==> src/rtl/nmr_scan_sequencer.sv <==
// nmr_scan_sequencer
// Multi-scan NMR pulse sequencer. Repeats PULSE / DEAD / ACQ / FLUSH / WAIT_TR
// scans at a fixed repetition time so the acquired echoes can be averaged.
// Timing configuration is snapshotted at start so register writes made during
// a run cannot disturb the scan in progress.

module nmr_scan_sequencer #(
  parameter int CNT_W  = 32,
  parameter int SCAN_W = 16
) (
  input  logic              clk,
  input  logic              rst_n,
  input  logic              start,
  input  logic              abort,
  input  logic [SCAN_W-1:0] cfg_nb_scans,
  input  logic [CNT_W-1:0]  cfg_pulse_len,
  input  logic [CNT_W-1:0]  cfg_dead_time,
  input  logic [CNT_W-1:0]  cfg_acq_len,
  input  logic [CNT_W-1:0]  cfg_rep_time,
  input  logic              wr_done,
  output logic              en_gen,
  output logic              rst_writer_n,
  output logic              acq_en,
  output logic              busy,
  output logic              done,
  output logic              aborted,
  output logic              cfg_err,
  output logic [SCAN_W-1:0] scan_idx,
  output logic [2:0]        state_o
);

  typedef enum logic [2:0] {
    S_IDLE    = 3'd0,
    S_ARM     = 3'd1,
    S_PULSE   = 3'd2,
    S_DEAD    = 3'd3,
    S_ACQ     = 3'd4,
    S_FLUSH   = 3'd5,
    S_WAIT_TR = 3'd6
  } state_t;

  state_t state;
  state_t state_nxt;

  logic start_q;
  logic start_edge;
  logic cfg_bad;

  logic [SCAN_W-1:0] nb_sh;
  logic [CNT_W-1:0]  p_sh;
  logic [CNT_W-1:0]  d_sh;
  logic [CNT_W-1:0]  a_sh;
  logic [CNT_W-1:0]  tr_sh;

  logic [CNT_W-1:0] phase_cnt;
  logic [CNT_W-1:0] scan_tmr;

  logic pulse_end;
  logic dead_end;
  logic acq_end;
  logic tr_reached;
  logic last_scan;

  logic done_nxt;
  logic aborted_nxt;
  logic cfg_err_nxt;

  assign start_edge = start & ~start_q;
  assign cfg_bad    = (cfg_nb_scans == '0) | (cfg_pulse_len == '0) | (cfg_acq_len == '0);

  // Phase ends are compared against the snapshot so live cfg writes are ignored.
  assign pulse_end  = (phase_cnt == p_sh - CNT_W'(1));
  assign dead_end   = (phase_cnt == d_sh - CNT_W'(1));
  assign acq_end    = (phase_cnt == a_sh - CNT_W'(1));
  assign last_scan  = (scan_idx == nb_sh - SCAN_W'(1));

  // One extra bit keeps timer+1 from wrapping when the timer is saturated.
  assign tr_reached = ({1'b0, scan_tmr} + (CNT_W+1)'(1)) >= {1'b0, tr_sh};

  assign state_o = state;

  // Next-state selection; abort overrides every other transition outside IDLE.
  always_comb begin
    state_nxt   = state;
    done_nxt    = 1'b0;
    aborted_nxt = 1'b0;
    cfg_err_nxt = 1'b0;
    if ((state != S_IDLE) && abort) begin
      state_nxt   = S_IDLE;
      aborted_nxt = 1'b1;
    end else begin
      case (state)
        S_IDLE: begin
          if (start_edge) begin
            if (cfg_bad) begin
              cfg_err_nxt = 1'b1;
            end else begin
              state_nxt = S_ARM;
            end
          end
        end
        S_ARM: begin
          state_nxt = S_PULSE;
        end
        S_PULSE: begin
          if (pulse_end) begin
            state_nxt = (d_sh == '0) ? S_ACQ : S_DEAD;
          end
        end
        S_DEAD: begin
          if (dead_end) begin
            state_nxt = S_ACQ;
          end
        end
        S_ACQ: begin
          if (acq_end) begin
            state_nxt = S_FLUSH;
          end
        end
        S_FLUSH: begin
          if (wr_done) begin
            state_nxt = S_WAIT_TR;
          end
        end
        S_WAIT_TR: begin
          if (tr_reached) begin
            if (last_scan) begin
              state_nxt = S_IDLE;
              done_nxt  = 1'b1;
            end else begin
              state_nxt = S_PULSE;
            end
          end
        end
        default: begin
          state_nxt = S_IDLE;
        end
      endcase
    end
  end

  // Start edge detector; it keeps tracking start during reset so a level held
  // high across reset is not mistaken for a fresh request.
  always_ff @(posedge clk) begin
    start_q <= start;
  end

  // State register and registered outputs decoded from the next state.
  always_ff @(posedge clk) begin
    if (!rst_n) begin
      state        <= S_IDLE;
      en_gen       <= 1'b0;
      acq_en       <= 1'b0;
      rst_writer_n <= 1'b1;
      busy         <= 1'b0;
      done         <= 1'b0;
      aborted      <= 1'b0;
      cfg_err      <= 1'b0;
    end else begin
      state        <= state_nxt;
      en_gen       <= (state_nxt == S_PULSE);
      acq_en       <= (state_nxt == S_ACQ);
      rst_writer_n <= (state_nxt != S_ARM);
      busy         <= (state_nxt != S_IDLE);
      done         <= done_nxt;
      aborted      <= aborted_nxt;
      cfg_err      <= cfg_err_nxt;
    end
  end

  // Snapshot of the timing configuration, taken only when a run is accepted.
  always_ff @(posedge clk) begin
    if (!rst_n) begin
      nb_sh <= '0;
      p_sh  <= '0;
      d_sh  <= '0;
      a_sh  <= '0;
      tr_sh <= '0;
    end else if ((state == S_IDLE) && (state_nxt == S_ARM)) begin
      nb_sh <= cfg_nb_scans;
      p_sh  <= cfg_pulse_len;
      d_sh  <= cfg_dead_time;
      a_sh  <= cfg_acq_len;
      tr_sh <= cfg_rep_time;
    end
  end

  // Per-state cycle counter, restarted on every state change and parked in IDLE.
  always_ff @(posedge clk) begin
    if (!rst_n) begin
      phase_cnt <= '0;
    end else if ((state_nxt != state) || (state_nxt == S_IDLE)) begin
      phase_cnt <= '0;
    end else if (phase_cnt != '1) begin
      phase_cnt <= phase_cnt + CNT_W'(1);
    end
  end

  // Scan timer: zero on the first PULSE cycle, then saturating count to TR.
  always_ff @(posedge clk) begin
    if (!rst_n) begin
      scan_tmr <= '0;
    end else if ((state_nxt == S_PULSE) && (state != S_PULSE)) begin
      scan_tmr <= '0;
    end else if (scan_tmr != '1) begin
      scan_tmr <= scan_tmr + CNT_W'(1);
    end
  end

  // Scan index: cleared on ARM, advanced on each WAIT_TR to PULSE loop-back,
  // and left untouched on abort so software can see where the run stopped.
  always_ff @(posedge clk) begin
    if (!rst_n) begin
      scan_idx <= '0;
    end else if (state_nxt == S_ARM) begin
      scan_idx <= '0;
    end else if ((state == S_WAIT_TR) && (state_nxt == S_PULSE)) begin
      scan_idx <= scan_idx + SCAN_W'(1);
    end
  end

endmodule

==> config.mk <==
export PLATFORM = sky130hd
export DESIGN_NAME = nmr_scan_sequencer
export DESIGN_NICKNAME = d
export VERILOG_FILES = /design/src/rtl/nmr_scan_sequencer.sv
export SDC_FILE = /design/constraint.sdc
export NUM_CORES = 1
export LEC_CHECK = 0
export ABC_AREA = 1
export CAP_MARGIN = 20
export CORE_MARGIN = 4
export CORE_UTILIZATION = 30
export DETAILED_ROUTE_END_ITERATION = 6
export GPL_ROUTABILITY_DRIVEN = 0
export PLACE_DENSITY_LB_ADDON = 0.2
export SLEW_MARGIN = 20
export SYNTH_ARGS = -nofsm -noshare
export SYNTH_HDL_FRONTEND = slang
export SYNTH_SLANG_ARGS = --single-unit
==> constraint.sdc <==
create_clock -name clk -period 7.9 [get_ports clk]
set_input_delay 0.79 -clock clk [delete_from_list [all_inputs] [get_ports clk]]
set_output_delay 0.79 -clock clk [all_outputs]
set_load 0.03 [all_outputs]
==> impl_metrics.ini, run 1 <==
[status]
outcome = finished clean

[power_and_ir_drop]
p_per_area_nw_per_um2 = 185.6
p_clk_share_pct = 38.3
switching_power_mw = 1.124
power.leakage_nw = 7.911
swShare_pct = 32.58
p_seq_share_pct = 37.7
fin_total_pwr_mw = 3.448
power.internal_mw = 2.325
pwr-share-comb_pct = 24.0
ir_drop_v = 0.0001461

[logic_synthesis]
yosys_register_bits = 235
syn_area_per_cell_um2 = 6.519
yosysSeqAreaShare_pct = 30.51
synthArstFlopShare_pct = 0
syn_area_um2 = 15420
yosysWarnings = 0
synth_flop_cell = dfxtp_1
syn_inst = 2365
synth-edff-count = 0
syn_nets = 2553
synth.distinct_cells = 42

[floorplan]
die_y_um = 234.7
start_util_pct = 30.54
die_w_um = 234.7
num_rows = 82
design.core.area_um2 = 50480
pin_count = 175
die-area_um2 = 55090

[clock_tree]
clock_path_buffers = 3
clock_latency_ns = 0.59
cts.sinks = 235
ctsResizeCount = 0
cts.clk_slew.worst_paths_ns = 0.06
ctsHoldBuffers = 0
cts_tree = built
htreeDepth = 1
cts_root_buf = clkbuf_16
post_cts.repair.setup_buffers = 0
cts_buffers = 29

[worst_hold_path]
hp-start = tr_sh[1]
hp-class = reg2reg
min_path_cells = 2
hold_end = tr_sh[1]

[routing]
vias = 15320
wirelength_mm = 51.10
wl_per_cell_um = 16.07
drc = 0
dr.pass1.iters = 5
final_antenna_net_count = 0
drtIter0Drc = 899
via_per_inst = 4.816

[global_route]
grt_pass1_wl_mm = 81.10
grt_usage_pct = 17.91
grt_pass1_vias = 15130
grt.overflow.total = 0
antenna_found_initial = 0
grt_max_degree = 96

[final_layout]
stdcell_count = 3181
drive_above_1_share_pct = 6.696
diodes = 0
layout.nets = 2675
syn_to_final_growth_pct = 20.53

[run]
cap_violations = 0

[placed_design]
hpwl_mm = 39.79
dp.cells = 3128
io_buffers = 174

[setup_path]
worstPathMaxFanout = 32
required_ns = 8.34
cp-start-kind = flop
r2r_start = scan_tmr[0]
reg2reg_depth = 26
r2r_setup_slack_ns = 2.64
cp-startpoint = scan_tmr[0]
critical_path_class = reg2reg
timing.rr.end = phase_cnt[18]
end_kind = flop
cp.arrival_ns = 5.70

[timing]
max_freq_ghz = 0.1900
rsz0062_at_grt = false
slew_headroom_pct = 33.19
tns_ns = 0
finalClockSkew_ns = 0.03386
finalMaxSlewViolations = 0
tightest_slew_ns = 0.9987
post-route-period-util_pct = 66.61
min_period_ns = 5.262
setup_viol = 0
hold_slack_ns = 0.4615
hold_viol_final = 0
[Yosys cell counts, types with 2 or more instances]
cell type,count,share of area (%)
buf_6,8,0.58
ha_1,39,3.2
buf_2,16,0.52
inv_2,5,0.12
nor2_1,296,7.2
nand2_2,14,0.57
nand3b_1,18,0.88
nand2_4,4,0.29
o21bai_1,11,0.54
nor4_1,36,1.5
nor2_2,57,2.3
a21oi_2,12,0.68
xnor2_1,48,2.7
inv_1,258,6.3
a21oi_1,184,6.0
nor2_8,2,0.26
nor2_4,7,0.51
clkbuf_1,64,1.6
nand3_1,125,4.1
nand2_1,559,14
dfxtp_1,235,31
or2_2,4,0.16
and2_1,2,0.081
nand4_1,57,2.3
o21a_1,2,0.097
o21ai_1,3,0.097
nor3_1,37,1.2
o21ai_0,113,3.7
xor2_1,136,7.7
[area by class of cell]
class                   instances  area (um^2)
flip-flops and latches        235         4705
clock inverters                15        138.9
fillers                      5462        31890
inverters                     263        988.4
repair buffers                180         1782
clock buffers                  38        799.5
well taps                     672        840.8
multi-input cells            1778         9330
[sequential cells by signal, summed over array words and instances, names as in the netlist, 3 cells and up]
name       cells
d_sh          32
scan_tmr      32
a_sh          32
tr_sh         32
p_sh          32
nb_sh         16
phase_cnt     32
state_o        3
scan_idx      16
[how the worst max path moves through the flow]
| stage | end | slack [ns] | cells after the start |
|---|---|---|---|
| 2_1_floorplan | scan_tmr[28] | 4.01 | 26 |
| 3_3_place_gp | phase_cnt[17] | 2.80 | 22 |
| 3_5_place_dp | phase_cnt[18] | 2.63 | 26 |
| 4_1_cts | phase_cnt[12] | 2.61 | 26 |
| 5_1_grt | phase_cnt[18] | 2.02 | 26 |
| 6_report | phase_cnt[18] | 2.64 | 26 |
[routing by layer]
metal,vias up,global-route usage (%),wire length [um]
li1,7840,-,-
met3,98,2.908,2429
met4,0,5.908,1706
met1,7065,22.36,22740
met5,-,0,0
met2,318,31.49,24230
[logic make-up after synthesis]
logic type      count (synthesis)  share of synthesized area, %
compound gates                332                         11.50
xor+xnor                      185                         10.60
fa+ha+maj                      39                         3.165
buf+inv                       352                         9.089
flops                         235                         30.51
simple gates                 1222                         35.14
[critical path, stage by stage (launching register included)]
cell	delay (ns)
dfxtp_1	0.39
and3_1	0.23
nand4_1	0.17
nor3_1	0.36
nand4_1	0.14
inv_1	0.08
nand2_1	0.05
inv_1	0.11
nand2_1	0.10
nor2_1	0.19
nand2_1	0.09
nor2_1	0.20
nand4_1	0.13
xor2_1	0.19
inv_1	0.07
ha_1	0.33
nand4_1	0.14
nor4_1	0.39
nand3_1	0.15
nand4_1	0.12
nand2_1	0.07
nand2_1	0.07
nand3_1	0.13
o21ai_4	0.24
a31oi_2	0.15
nand2_2	0.77
nor2_1	0.07
[power groups by stage]
stage	clock (mW)	combinational (mW)	sequential, mW
floorplan	0	0.586	1.31
global placement	0	0.815	1.33
detailed placement	0	0.824	1.33
CTS	1.36	0.829	1.30
global route	1.41	0.939	1.31
finish	1.32	0.826	1.30
[per-stage QoR]
stage | worst slack [ns] | area, um^2 | utilization, %
floorplan | 4.011 | 15420 | -
global placement | 2.796 | 17640 | 34.95
detailed placement | 2.626 | 17640 | 34.95
CTS | 2.613 | 18580 | 36.81
global route | 2.021 | 18580 | 36.82
finish | 2.638 | 18580 | 36.82
[cells in the final DEF, fill, tap and decap left out, types with 6 or more instances in the layout]
cell type	Yosys	final
clkbuf_16	0	29
nand2_1	559	559
o21bai_1	11	11
inv_1	258	257
nand2_2	14	14
o21ai_0	113	113
a21oi_2	12	12
nor3_1	37	36
nor2_2	57	57
xor2_1	136	136
nand3b_1	18	18
nor2_1	296	296
dfxtp_1	235	235
nand4_1	57	57
nor2_4	7	7
ha_1	39	39
clkinv_2	0	10
nor4_1	36	36
clkdlybuf4s50_1	0	173
nand3_1	125	124
a21oi_1	184	184
buf_4	0	6
xnor2_1	48	48
No activity file was read; power rests on OpenSTA's default activity.
==> run 2, diff against run 1 <==
==> constraint.sdc (replaced) <==
create_clock -name clk -period 4.7 [get_ports clk]
set_input_delay 0.47 -clock clk [delete_from_list [all_inputs] [get_ports clk]]
set_output_delay 0.47 -clock clk [all_outputs]
set_load 0.03 [all_outputs]
==> run 2 against run 1 <==
Compared with the run above: hold slack worse by 0.018 ns; die area unchanged; largest power group unchanged; via count up 0.65%.
==> impl_metrics.ini, run 2 (synthesized netlist as in run 1, its figures left out) <==
[timing]
min_period_ns = 4.292
post-route-period-util_pct = 91.32
tns_ns = 0
slew_headroom_pct = 33.49
finalMaxSlewViolations = 0
finalClockSkew_ns = 0.02123
tightest_slew_ns = 0.9964
hold_viol_final = 0
max_freq_ghz = 0.2330
setup_viol = 0
hold_slack_ns = 0.4436

[run]
cap_violations = 0

[power_and_ir_drop]
swShare_pct = 32.11
power.internal_mw = 4.080
p_clk_share_pct = 40.0
p_per_area_nw_per_um2 = 317.5
ir_drop_v = 0.0002631
p_seq_share_pct = 36.4
pwr-share-comb_pct = 23.7
power.leakage_nw = 8.041
switching_power_mw = 1.930

[clock_tree]
cts_root_buf = clkbuf_16
clock_latency_ns = 0.59
clock_path_buffers = 3
htreeDepth = 1
cts_tree = built
cts.sinks = 235
cts.clk_slew.worst_paths_ns = 0.07
ctsHoldBuffers = 0
cts_buffers = 30

[global_route]
grt_usage_pct = 17.93
grt.overflow.total = 0
grt_pass1_wl_mm = 81.08
antenna_found_initial = 0
grt_pass1_vias = 14960
grt_max_degree = 132

[routing]
drtIter0Drc = 870
wirelength_mm = 52.12
vias = 15420
final_antenna_net_count = 0
wl_per_cell_um = 16.32
dr.pass1.iters = 5
via_per_inst = 4.829
drc = 0

[placed_design]
io_buffers = 174
dp.cells = 3132
hpwl_mm = 40.29
place_area_um2 = 17720

[final_layout]
stdcell_count = 3193
drive_above_1_share_pct = 7.775
final_common_cell = nand2_1
final_util_pct = 37.50
syn_to_final_growth_pct = 22.77
layout.nets = 2687
most-common-layout-cells = nand2_1 (558), nor2_1 (292), inv_1 (257)
diodes = 0
final_area_um2 = 18930

[setup_path]
cp_slowest_cell = dfxtp_1
critical_path_class = reg2reg
path_delay_family = simple AND/OR/NAND/NOR gates
cp-start-kind = flop
r2r_setup_slack_ns = 0.41
worst-path-buf-inv = 4
end_kind = flop
crit_cells = 27
worstPathMaxFanout = 17
required_ns = 5.16
reg2reg_depth = 27
max_stage_delay_ns = 0.37
cp.arrival_ns = 4.76

[floorplan]
num_rows = 82
die_w_um = 234.7
design.core.area_um2 = 50480
die-area_um2 = 55090
pin_count = 175
start_util_pct = 30.54
die_y_um = 234.7

[status]
outcome = finished clean

[worst_hold_path]
hp-class = in2reg
min_path_cells = 3
-- run 2: changes by cell type in the layout (fill, tap and decap cells not counted), sizes merged --
cell	delta
buf	+9
nand4	+1
inv	-1
nand2	+1
bufinv	+2
clkinv	+2
clkbuf	-2
-- run 2: tightest hold or removal path, stage by stage --
cell	delay, ns
clkdlybuf4s50_1	0.40
nand2_1	0.06
a21oi_1	0.05
-- run 2: final timing paths --
kind                                        start             to
worst max-delay path                  scan_tmr[1]  phase_cnt[16]
worst min-delay path            cfg_dead_time[23]       d_sh[23]
worst max register to register        scan_tmr[1]  phase_cnt[16]
worst min register to register          tr_sh[17]      tr_sh[17]
-- run 2: cell type report --
class                           instances  area, um^2
Multi-Input combinational cell       1780        9448
Inverter                              263       988.4
Clock buffer                           36       823.3
Fill cell                            5373       31550
Tap cell                              672       840.8
Timing Repair Buffer                  189        1912
Sequential cell                       235        4706
Clock inverter                         18       211.5
-- run 2: power by group through the flow --
stage	Clock (mW)	Combinational [mW]	Sequential, mW
2_1_floorplan	0	0.986	2.20
3_3_place_gp	0	1.38	2.23
3_5_place_dp	0	1.40	2.23
4_1_cts	2.47	1.41	2.19
5_1_grt	2.55	1.61	2.20
6_report	2.40	1.42	2.19
-- run 2: timing repair --
| action | in CTS | in global routing |
|---|---|---|
| resized for setup | 2 | 16 |
| endpoints found under the setup margin | 70 | 81 |
| gates cloned | 0 | 2 |
| pin swaps | 0 | 8 |
| buffers inserted | 0 | 5 |
-- run 2: per-layer routing --
layer	part of all wire [%]	wire length, um	global-route usage (%)	vias to the layer above
li1	-	-	-	7873
met1	44	22970	22.37	7119
met2	48	25180	31.80	344
met3	4.6	2384	3.025	84
met4	3.0	1582	5.209	0
met5	0	0	0	-
-- run 2: per-stage QoR --
step | total power [mW] | setup slack, ns
finish | 6.010 | 0.4081
global route | 6.353 | -0.01001
detailed placement | 3.625 | -0.1421
global placement | 3.611 | 0.02398
floorplan | 3.182 | 0.8113
CTS | 6.062 | 0.01417
